`src/rtl/mii_rx_pkg.sv`:
```
// -----------------------------------------------------------------------------
// mii_rx_pkg
// Shared definitions for the MII receive framer: FSM state encoding and the
// nibble / CRC-32 constants used by mii_rx_framer and crc32_d8.
// No ports (package).
// -----------------------------------------------------------------------------
package mii_rx_pkg;

  typedef enum logic [2:0] {
    IDLE     = 3'd0,
    PREAMBLE = 3'd1,
    DATA_LO  = 3'd2,
    DATA_HI  = 3'd3,
    DROP     = 3'd4
  } rx_state_e;

  localparam logic [3:0]  NIB_PREAMBLE  = 4'h5;
  localparam logic [3:0]  NIB_SFD       = 4'hD;

  // CRC register is kept MSB-first; data bits are fed LSB first, so a frame
  // with a correct FCS leaves the register at the (non-complemented) residue.
  localparam logic [31:0] CRC32_POLY    = 32'h04C1_1DB7;
  localparam logic [31:0] CRC32_INIT    = 32'hFFFF_FFFF;
  localparam logic [31:0] CRC32_RESIDUE = 32'hC704_DD7B;

endpackage

```
`src/rtl/crc32_d8.sv`:
```
// -----------------------------------------------------------------------------
// crc32_d8
// Byte-wide combinational CRC-32 next-state function (Ethernet polynomial).
// The register is MSB-first; the byte is consumed LSB first, matching MII
// bit order on the wire.
// Ports:
//   crc_in   in  32  current CRC register
//   data     in   8  byte to absorb
//   crc_out  out 32  CRC register after absorbing data
// -----------------------------------------------------------------------------
module crc32_d8
  import mii_rx_pkg::*;
(
  input  logic [31:0] crc_in,
  input  logic [7:0]  data,
  output logic [31:0] crc_out
);

  logic [31:0] crc_s;

  // Eight serial LFSR steps unrolled into one combinational stage
  always_comb begin
    crc_s = crc_in;
    for (int i = 0; i < 8; i++) begin
      crc_s = {crc_s[30:0], 1'b0} ^ (CRC32_POLY & {32{crc_s[31] ^ data[i]}});
    end
    crc_out = crc_s;
  end

endmodule

```
`src/rtl/mii_rx_framer.sv`:
```
// -----------------------------------------------------------------------------
// mii_rx_framer
// MII receive front end: strips preamble/SFD, assembles nibbles into bytes
// (low nibble first), delimits frames and flags runt, oversize, rx_er and
// alignment errors on the end-of-frame cycle.
// Optional build macro MII_RX_CRC_CHECK_EN adds an FCS residue check.
// Ports:
//   i_clk        in   1  MII rx clock
//   i_rst        in   1  asynchronous active-high reset
//   i_mii_rx_dv  in   1  receive data valid
//   i_mii_rxd    in   4  receive nibble
//   i_mii_rx_er  in   1  receive error
//   o_data_en    out  1  high from first byte through the o_eof cycle
//   o_data_vld   out  1  one-cycle strobe per byte
//   o_data       out  8  assembled byte
//   o_sof        out  1  first byte of a frame
//   o_eof        out  1  last cycle of o_data_en
//   o_frame_err  out  1  frame error, valid with o_eof
//   o_byte_cnt   out 16  byte count of current/last frame (saturating)
// -----------------------------------------------------------------------------
module mii_rx_framer
  import mii_rx_pkg::*;
#(
  parameter int unsigned PREAMBLE_MIN = 7,
  parameter int unsigned MIN_LEN      = 64,
  parameter int unsigned MAX_LEN      = 1518
) (
  input  logic        i_clk,
  input  logic        i_rst,
  input  logic        i_mii_rx_dv,
  input  logic [3:0]  i_mii_rxd,
  input  logic        i_mii_rx_er,
  output logic        o_data_en,
  output logic        o_data_vld,
  output logic [7:0]  o_data,
  output logic        o_sof,
  output logic        o_eof,
  output logic        o_frame_err,
  output logic [15:0] o_byte_cnt
);

  localparam logic [3:0]  PRE_MIN_C = 4'(PREAMBLE_MIN);
  localparam logic [15:0] MIN_LEN_C = 16'(MIN_LEN);
  localparam logic [15:0] MAX_LEN_C = 16'(MAX_LEN);

  rx_state_e   state_r, state_nxt_s;
  logic [3:0]  pre_cnt_r;
  logic [3:0]  lo_nib_r;
  logic        err_sticky_r;
  logic        data_en_r, data_vld_r, sof_r, eof_r, frame_err_r;
  logic [7:0]  data_r;
  logic [15:0] byte_cnt_r;
  logic [15:0] frame_cnt_s;
  logic [15:0] cnt_inc_s;
  logic [7:0]  byte_s;
  logic        byte_take_s, eof_set_s, eof_err_s, crc_bad_s;

  // byte_cnt_r still holds the previous frame until the next sof, so length
  // checks use zero whenever no frame is open.
  assign frame_cnt_s = data_en_r ? byte_cnt_r : 16'd0;
  assign cnt_inc_s   = (byte_cnt_r == 16'hFFFF) ? byte_cnt_r : (byte_cnt_r + 16'd1);
  assign byte_s      = {i_mii_rxd, lo_nib_r};

`ifdef MII_RX_CRC_CHECK_EN
  logic [31:0] crc_r, crc_seed_s, crc_nxt_s;

  // First byte of a frame restarts the CRC from the init value
  always_comb begin
    if (data_en_r) begin
      crc_seed_s = crc_r;
    end else begin
      crc_seed_s = CRC32_INIT;
    end
  end

  crc32_d8 u_crc32_d8 (
    .crc_in  (crc_seed_s),
    .data    (byte_s),
    .crc_out (crc_nxt_s)
  );

  // CRC register, advanced on every delivered byte (FCS included)
  always_ff @(posedge i_clk or posedge i_rst) begin
    if (i_rst) begin
      crc_r <= CRC32_INIT;
    end else if (byte_take_s) begin
      crc_r <= crc_nxt_s;
    end else begin
      crc_r <= crc_r;
    end
  end

  assign crc_bad_s = (crc_r != CRC32_RESIDUE);
`else
  assign crc_bad_s = 1'b0;
`endif

  // FSM state register
  always_ff @(posedge i_clk or posedge i_rst) begin
    if (i_rst) begin
      state_r <= IDLE;
    end else begin
      state_r <= state_nxt_s;
    end
  end

  // Next state, byte capture and end-of-frame decisions
  always_comb begin
    state_nxt_s = state_r;
    byte_take_s = 1'b0;
    eof_set_s   = 1'b0;
    eof_err_s   = 1'b0;
    case (state_r)
      IDLE: begin
        if (i_mii_rx_dv) begin
          if (i_mii_rxd == NIB_PREAMBLE) begin
            state_nxt_s = PREAMBLE;
          end else begin
            state_nxt_s = DROP;
          end
        end else begin
          state_nxt_s = IDLE;
        end
      end
      PREAMBLE: begin
        if (!i_mii_rx_dv) begin
          state_nxt_s = IDLE;
        end else if (i_mii_rx_er) begin
          state_nxt_s = DROP;
        end else if (i_mii_rxd == NIB_PREAMBLE) begin
          state_nxt_s = PREAMBLE;
        end else if ((i_mii_rxd == NIB_SFD) && (pre_cnt_r >= PRE_MIN_C)) begin
          state_nxt_s = DATA_LO;
        end else begin
          state_nxt_s = DROP;
        end
      end
      DATA_LO: begin
        if (i_mii_rx_dv) begin
          state_nxt_s = DATA_HI;
        end else begin
          // A frame that never produced a byte closes silently
          state_nxt_s = IDLE;
          eof_set_s   = data_en_r;
          eof_err_s   = err_sticky_r | (frame_cnt_s < MIN_LEN_C) | crc_bad_s;
        end
      end
      DATA_HI: begin
        if (i_mii_rx_dv) begin
          if (frame_cnt_s >= MAX_LEN_C) begin
            // Byte MAX_LEN+1 is discarded and the frame is cut here
            state_nxt_s = DROP;
            eof_set_s   = 1'b1;
            eof_err_s   = 1'b1;
          end else begin
            state_nxt_s = DATA_LO;
            byte_take_s = 1'b1;
          end
        end else begin
          // Odd nibble count
          state_nxt_s = IDLE;
          eof_set_s   = data_en_r;
          eof_err_s   = 1'b1;
        end
      end
      DROP: begin
        if (i_mii_rx_dv) begin
          state_nxt_s = DROP;
        end else begin
          state_nxt_s = IDLE;
        end
      end
      default: begin
        state_nxt_s = IDLE;
      end
    endcase
  end

  // Preamble counter, low-nibble latch and sticky rx_er flag
  always_ff @(posedge i_clk or posedge i_rst) begin
    if (i_rst) begin
      pre_cnt_r    <= 4'd0;
      lo_nib_r     <= 4'd0;
      err_sticky_r <= 1'b0;
    end else begin
      case (state_r)
        IDLE: begin
          // Leaving IDLE always means one 0x5 nibble has been seen
          pre_cnt_r    <= 4'd1;
          err_sticky_r <= 1'b0;
        end
        PREAMBLE: begin
          err_sticky_r <= 1'b0;
          if ((i_mii_rxd == NIB_PREAMBLE) && (pre_cnt_r != 4'hF)) begin
            pre_cnt_r <= pre_cnt_r + 4'd1;
          end else begin
            pre_cnt_r <= pre_cnt_r;
          end
        end
        DATA_LO: begin
          if (i_mii_rx_dv) begin
            lo_nib_r <= i_mii_rxd;
          end else begin
            lo_nib_r <= lo_nib_r;
          end
          if (i_mii_rx_dv && i_mii_rx_er) begin
            err_sticky_r <= 1'b1;
          end else begin
            err_sticky_r <= err_sticky_r;
          end
        end
        DATA_HI: begin
          if (i_mii_rx_dv && i_mii_rx_er) begin
            err_sticky_r <= 1'b1;
          end else begin
            err_sticky_r <= err_sticky_r;
          end
        end
        default: begin
          pre_cnt_r    <= pre_cnt_r;
          err_sticky_r <= err_sticky_r;
        end
      endcase
    end
  end

  // Registered byte stream and frame delimiters
  always_ff @(posedge i_clk or posedge i_rst) begin
    if (i_rst) begin
      data_en_r   <= 1'b0;
      data_vld_r  <= 1'b0;
      data_r      <= 8'h00;
      sof_r       <= 1'b0;
      eof_r       <= 1'b0;
      frame_err_r <= 1'b0;
      byte_cnt_r  <= 16'd0;
    end else begin
      data_vld_r  <= byte_take_s;
      sof_r       <= byte_take_s & ~data_en_r;
      eof_r       <= eof_set_s;
      frame_err_r <= eof_set_s & eof_err_s;
      if (byte_take_s) begin
        data_r     <= byte_s;
        data_en_r  <= 1'b1;
        byte_cnt_r <= data_en_r ? cnt_inc_s : 16'd1;
      end else if (eof_r) begin
        // Enable drops right after the eof cycle
        data_en_r  <= 1'b0;
      end else begin
        data_en_r  <= data_en_r;
      end
    end
  end

  assign o_data_en   = data_en_r;
  assign o_data_vld  = data_vld_r;
  assign o_data      = data_r;
  assign o_sof       = sof_r;
  assign o_eof       = eof_r;
  assign o_frame_err = frame_err_r;
  assign o_byte_cnt  = byte_cnt_r;

endmodule

```
`config.mk`:
```
export PLATFORM = sky130hd
export DESIGN_NAME = mii_rx_framer
export DESIGN_NICKNAME = d
export VERILOG_FILES = /design/src/rtl/mii_rx_pkg.sv /design/src/rtl/crc32_d8.sv /design/src/rtl/mii_rx_framer.sv
export SDC_FILE = /design/constraint.sdc
export NUM_CORES = 1
export LEC_CHECK = 0
export ABC_AREA = 0
export ABC_CLOCK_PERIOD_IN_PS = 2200
export CELL_PAD_IN_SITES_DETAIL_PLACEMENT = 2
export CELL_PAD_IN_SITES_GLOBAL_PLACEMENT = 2
export CORE_ASPECT_RATIO = 1.4
export CORE_MARGIN = 2
export CORE_UTILIZATION = 35
export DETAILED_ROUTE_END_ITERATION = 6
export DONT_BUFFER_PORTS = 1
export GPL_TIMING_DRIVEN = 0
export PLACE_DENSITY_LB_ADDON = 0.12
export SLEW_MARGIN = 20
export SYNTH_ARGS = -nofsm -noshare
export SYNTH_HDL_FRONTEND = slang
export SYNTH_SLANG_ARGS = --single-unit
```
`constraint.sdc`:
```
create_clock -name i_clk -period 2.2 [get_ports i_clk]
set_input_delay 0.22 -clock i_clk [delete_from_list [all_inputs] [get_ports i_clk]]
set_output_delay 0.22 -clock i_clk [all_outputs]
set_load 0.02 [all_outputs]
```
==> results.json, run 1 <==
{
  "r2r_start": "o_byte_cnt[12]",
  "combPwrFrac_pct": 2.3,
  "grt_use_total_pct": 18.5,
  "synth.top_cell.area_share_pct": 52.8,
  "final.period_utilization_pct": 106,
  "n_fill_cell": 609,
  "switchingPower_uw": 315,
  "fin_ws_ns": -0.138,
  "gp_congestion": 0.719,
  "sequentialPowerShare_pct": 49.3,
  "dieArea_um2": 6180,
  "core-area_um2": 5450,
  "critical_path.max_fanout": 8,
  "max-cap-violations": 0,
  "whs_path_depth": 2,
  "die_y_um": 92.2,
  "htreeDepth": 2,
  "worst_slew_pin_slew_ns": 0.817,
  "intPower_mw": 1.22,
  "postSynthAreaPerCell_um2": 10.6,
  "multiInputGateArea_um2": 933,
  "cp-endpoint": "state_r[1]",
  "post_drt_via_cell_ratio": 5.84,
  "final_antenna_net_count": 0,
  "syn_inst": 183,
  "cts_sinks": 41,
  "start_util_pct": 35.7,
  "slew_headroom_pct": 45.3,
  "nets": 208,
  "layout_min_cycle_time_ns": 2.34,
  "hold_path.class": "in2reg",
  "top_usage_layer": "met2",
  "p_per_area_nw_per_um2": 660,
  "tritoncts": "done",
  "slew_viol_final": 0,
  "seqCellArea_um2": 1030,
  "met3_usage_pct": 4.54,
  "crit_arrival_ns": 2.51,
  "rows": 32,
  "cp-end-kind": "flip-flop",
  "required_ns": 2.38,
  "vdd_ir_drop_max_v": 0.000409,
  "grt_pass1_wl_mm": 8.67,
  "yosysTopAreaCell": "dfrtp_1",
  "cts-buffers-inserted": 5,
  "synth_warnings": 0,
  "synth.area.top_cells": "dfrtp_1 53%, mux2_2 7.5%, o31ai_1 4.2%",
  "met1_usage_pct": 20.1,
  "root_buffer": "clkbuf_8",
  "fin_total_pwr_mw": 1.54,
  "r2r_slack_ns": -0.14,
  "drive_above_1_share_pct": 24.1,
  "drc_errors": 0,
  "fmax_ghz": 0.428,
  "fin_skew_ns": 0.00365,
  "clkPwrFrac_pct": 48.3,
  "crit_type": "reg2reg",
  "grt_pass1_vias": 1686,
  "status": "complete, but fails checks",
  "drt-pass1-iter-count": 3,
  "grt_max_degree": 29,
  "synthesis.nets": 193,
  "crit_start": "o_byte_cnt[12]",
  "port_buffers": 0,
  "clkTransAtPathRegs_ns": 0.09,
  "wl_per_cell_um": 20.2,
  "overflow": 0,
  "clockBufferDepth": 2,
  "syn2layout_area_growth_pct": 19.9,
  "synth_cell_types": 41,
  "setup_viol": 18,
  "ys_ff_latch": 41,
  "async_flop_share_pct": 100,
  "use_met2_pct": 34.5,
  "seq_area_frac_synth_pct": 52.8,
  "grt_antenna_before_repair": 0,
  "synth_edf_count": 0,
  "clk_latency_ns": 0.29,
  "drtIter0Drc": 28,
  "rsz0062_at_grt": "yes",
  "hold_violations": 0,
  "violations": "negative setup slack",
  "io_pins": 37,
  "worst_r2r_endpoint": "state_r[1]",
  "synth_ff_type": "dfrtp_1",
  "switching_share_pct": 20.5,
  "worstPathCellList": "or4_4, or2_4, or3_4, nand2_8, inv_8, or3_1",
  "ff2ff_path_depth": 6,
  "whs_ns": 0.0655,
  "cp-start-kind": "flip-flop",
  "final_core_util_pct": 42.8,
  "routed_wl_mm": 5.40,
  "p_leak_nw": 1.04,
  "num_vias": 1560,
  "crit_slowest_cell": "or4_4",
  "antenna_cells": 0,
  "synth.cell_area_um2": 1940,
  "slowest_delay_ns": 0.56,
  "die_w_um": 67.0,
  "dp_hpwl_mm": 3.83
}
## kinds of logic (layout without fill, tap and decap cells)
| logic type | Yosys count | in the layout | synth area share (%) |
|---|---|---|---|
| adders and majority gates | 2 | 2 | 1.29 |
| buffers and inverters | 9 | 25 | 1.93 |
| AOI/OAI and AO/OA | 48 | 48 | 15.7 |
| muxes | 13 | 13 | 7.53 |
| and+or+nand+nor | 69 | 69 | 20.3 |
| xor gates and xnor gates | 1 | 1 | 0.451 |
| DFF | 41 | 41 | 52.8 |
## layer usage
metal	part of all wire, %	wire length, µm
met1	37	1990
met2	58	3120
met3	3.8	205
met4	1.6	87
met5	0	0
## area by class of cell
type,count,area share [%]
Tap cell,68,3.65
Clock inverter,3,2.95
Timing Repair Buffer,8,3.97
Sequential cell,41,44.2
Buffer,5,1.29
Multi-Input combinational cell,133,40.0
Clock buffer,5,2.95
Inverter,4,0.966
## synth_stat cells (all sizes together), types with 2 or more instances
cell type / n
dfrtp: 41
nand2: 14
mux2: 13
o21ai: 12
a21oi: 11
nor2: 11
o31ai: 11
nand3: 10
a31oi: 6
nor2b: 6
clkbuf: 4
inv: 4
nor3: 4
or4: 4
and2: 3
and3: 3
or3: 3
ha: 2
nand2b: 2
nand4: 2
nand4b: 2
## worst max-delay path, delay by kind of cell, from the launching register on
kind                   cells  cell delay [ns]
buffers and inverters      1             0.05
AND/OR/NAND/NOR            5             1.68
flip-flops                 1             0.47
## worst min path at each step
stage / from / end / slack, ns
after global placement: i_mii_rx_dv / state_r[2] / 0.36
after CTS: i_mii_rx_dv / state_r[2] / 0.06
after global routing: i_mii_rxd[0] / lo_nib_r[0] / 0.06
after floorplan: i_mii_rx_dv / state_r[2] / 0.36
after detailed placement: i_rst / o_byte_cnt[13] / 0.09
final: i_mii_rx_dv / state_r[2] / 0.07
## registers in the layout, indices dropped and copies added, names as in the netlist
signal and count:
o_data_vld 1, pre_cnt_r 4, o_data_en 1, lo_nib_r 4, o_sof 1, o_frame_err 1
o_byte_cnt 16, o_data 8, err_sticky_r 1, o_eof 1, state_r 3
## power groups by stage
stage / clock [mW] / sequential (mW) / combinational, mW
5_1_grt: 0.791 / 0.760 / 0.0414
3_5_place_dp: 0 / 0.774 / 0.0366
2_1_floorplan: 0 / 0.773 / 0.0229
6_report: 0.744 / 0.759 / 0.0357
3_3_place_gp: 0 / 0.774 / 0.0298
4_1_cts: 0.761 / 0.759 / 0.0378
## cell usage in the layout (no fill, tap or decap), drive strengths merged, types with 3 or more instances in the layout
cell,count
nor3,4
nand3,10
dfrtp,41
a21oi,11
buf,7
nor2,11
mux2,13
and3,3
clkbuf,10
o31ai,11
or4,4
nand2,14
nor2b,6
inv,5
and2,3
o21ai,12
or3,3
a31oi,6
## per-stage QoR
stage / TNS (ns) / cell area [µm²] / cells / worst slack [ns]
after floorplan: -0.171 / 1950 / 183 / -0.0436
after global placement: -1.65 / 2030 / 251 / -0.164
after detailed placement: -2.29 / 2050 / 252 / -0.202
after CTS: -2.33 / 2230 / 262 / -0.176
after global routing: -3.11 / 2330 / 267 / -0.213
final: -1.48 / 2330 / 267 / -0.138
## repair_timing
item | CTS | global route
setup endpoints to repair | 21 | 22
gates cloned | 0 | 1
hold endpoints to repair | 13 | 0
gates resized for setup | 5 | 14
pin swaps | 3 | 5
buffers inserted | 1 | 4
hold buffers | 1 | 0
Power figures use the tool's default switching activity.
==> run 2: changes to the inputs <==
--- a/config.mk
+++ b/config.mk
@@ -6,7 +6,6 @@
 export NUM_CORES = 1
 export LEC_CHECK = 0
 export ABC_AREA = 0
-export ABC_CLOCK_PERIOD_IN_PS = 2200
 export CELL_PAD_IN_SITES_DETAIL_PLACEMENT = 2
 export CELL_PAD_IN_SITES_GLOBAL_PLACEMENT = 2
 export CORE_ASPECT_RATIO = 1.4
@@ -16,6 +15,7 @@
 export DONT_BUFFER_PORTS = 1
 export GPL_TIMING_DRIVEN = 0
 export PLACE_DENSITY_LB_ADDON = 0.12
+export SKIP_CTS_REPAIR_TIMING = 1
 export SLEW_MARGIN = 20
 export SYNTH_ARGS = -nofsm -noshare
 export SYNTH_HDL_FRONTEND = slang
==> run 2 against run 1 <==
  * The flow still finishes with violations (negative setup slack)
  * Clock power about the same
  * Flip-flop and latch count unchanged
  * Via count decreased by 0.83%
  * Highest routed layer unchanged
  * Hold slack improved by 0.0020 ns
  * Die area unchanged
  * Worst setup slack got worse by 0.025 ns
  * Utilization increased by 0.39 points
  * Critical path type unchanged
  * First-iteration DRC count decreased by 25%
  * Cell area increased by 0.91%
  * Sequential power about the same
  * Sequential share of layout area decreased by 0.40 points
==> results.json, run 2 (synthesized netlist as in run 1, its figures left out) <==
{
  "pre_cts_ws_ns": -0.202,
  "fin_ws_ns": -0.163,
  "rows": 32,
  "tritoncts": "done",
  "finalNonFillerCells": 267,
  "min_from": "i_mii_rx_dv",
  "crit_arrival_ns": 2.54,
  "violations": "negative setup slack",
  "htreeDepth": 2,
  "antenna_cells": 0,
  "syn2layout_area_growth_pct": 21.0,
  "fin_total_pwr_mw": 1.54,
  "whs_ns": 0.0675,
  "clk_latency_ns": 0.29,
  "dieArea_um2": 6180,
  "grt_antenna_before_repair": 0,
  "cts_sinks": 41,
  "dp_cells": 252,
  "port_buffers": 0,
  "routed_wl_mm": 5.32,
  "clkTransAtPathRegs_ns": 0.09,
  "io_pins": 37,
  "hold_violations": 0,
  "rsz0062_at_grt": "yes",
  "die_w_um": 67.0,
  "num_vias": 1547,
  "gp_congestion": 0.719,
  "die_y_um": 92.2,
  "fin_skew_ns": 0.00575,
  "worstPathCellList": "or4_4, or2_4, or3_4, nand2_8, inv_8, or3_1",
  "p_per_area_nw_per_um2": 653,
  "grt_pass1_wl_mm": 8.63,
  "cts-buffers-inserted": 5,
  "n_fill_cell": 606,
  "drive_above_1_share_pct": 25.6,
  "final.period_utilization_pct": 107,
  "required_ns": 2.38,
  "slew_viol_final": 0,
  "root_buffer": "clkbuf_8",
  "layout_common_cells": "38 x dfrtp_1, 13 x nand2_1, 13 x mux2_2",
  "drc_errors": 0,
  "start_util_pct": 35.7,
  "grt_use_total_pct": 18.4,
  "core-area_um2": 5450,
  "dp_hpwl_mm": 3.83,
  "crit_family": "simple AND/OR/NAND/NOR gates",
  "layout_min_cycle_time_ns": 2.36,
  "drtIter0Drc": 21,
  "grt_pass1_vias": 1674,
  "path_buf_inv": 1,
  "overflow": 0,
  "wl_per_cell_um": 19.9,
  "fmax_ghz": 0.423,
  "slowest_delay_ns": 0.57,
  "crit_start": "o_byte_cnt[11]",
  "clockBufferDepth": 2,
  "cp-start-kind": "flip-flop",
  "drt-pass1-iter-count": 4,
  "largest_reg_flops": 16,
  "grt_max_degree": 29,
  "final_antenna_net_count": 0,
  "vdd_ir_drop_max_v": 0.000407,
  "cp-end-kind": "flip-flop",
  "hold_path.class": "in2reg",
  "status": "complete, but fails checks",
  "timing.setup.tns_ns": -1.85,
  "crit_slowest_cell": "or4_4",
  "nets": 208,
  "post_drt_via_cell_ratio": 5.79,
  "slew_headroom_pct": 41.7,
  "final_common_cell": "dfrtp_1",
  "critical_path.max_fanout": 8,
  "worst_slew_pin_slew_ns": 0.871,
  "r2r_start": "o_byte_cnt[11]",
  "crit_type": "reg2reg",
  "setup_viol": 19,
  "max-cap-violations": 0,
  "p_leak_nw": 1.05
}
-- run 2: cell count changes in the layout (fill, tap and decap cells not counted) --
cell,previous run,this run
a21oi_2,1,2
or4_4,2,3
a21oi_1,10,9
o21ai_1,1,0
or4_1,2,1
o21ai_0,10,11
o31ai_1,10,9
o31ai_4,0,1
-- run 2: final timing paths --
path	to	slack (ns)	depth (start not counted)
worst max-delay path	state_r[1]	-0.16	6
worst min-delay path	state_r[2]	0.07	2
worst max register to register	state_r[1]	-0.16	6
worst min register to register	lo_nib_r[2]	0.51	1
max in group asynchronous	o_frame_err	1.40	3
min in group asynchronous	o_byte_cnt[13]	0.34	2
-- run 2: area by class of cell --
type / instances / area, µm² / area share (%)
Sequential cell: 41 / 1030 / 43.8
Multi-Input combinational cell: 133 / 955 / 40.6
Timing Repair Buffer: 8 / 92.6 / 3.94
Tap cell: 68 / 85.1 / 3.62
Clock buffer: 5 / 68.8 / 2.93
Clock inverter: 3 / 68.8 / 2.93
Buffer: 5 / 30.0 / 1.28
Inverter: 4 / 22.5 / 0.957
-- run 2: per-layer routing --
metal	vias up	wire length (µm)	global-route usage (%)
li1	705	-	-
met1	800	1990	20.0
met2	37	3040	34.3
met3	5	230	4.54
met4	0	65	5.10
met5	-	0	0
-- run 2: metrics by stage --
stage	util [%]	instance area, µm²
4_1_cts	40.2	2190
3_5_place_dp	37.7	2050
2_1_floorplan	-	1950
3_3_place_gp	37.3	2030
5_1_grt	43.2	2350
6_report	43.2	2350
-- run 2: power by group --
part           switching, mW  internal (mW)
combinational         0.0246         0.0112
sequential           0.00376          0.755
clock                  0.285          0.457
-- run 2: worst register-to-register path: stages, from the launching register on --
cell and delay (ns):
dfrtp_2 0.47, or4_4 0.57, or2_4 0.27, or3_4 0.44, nand2_8 0.13, inv_8 0.05
or3_1 0.32
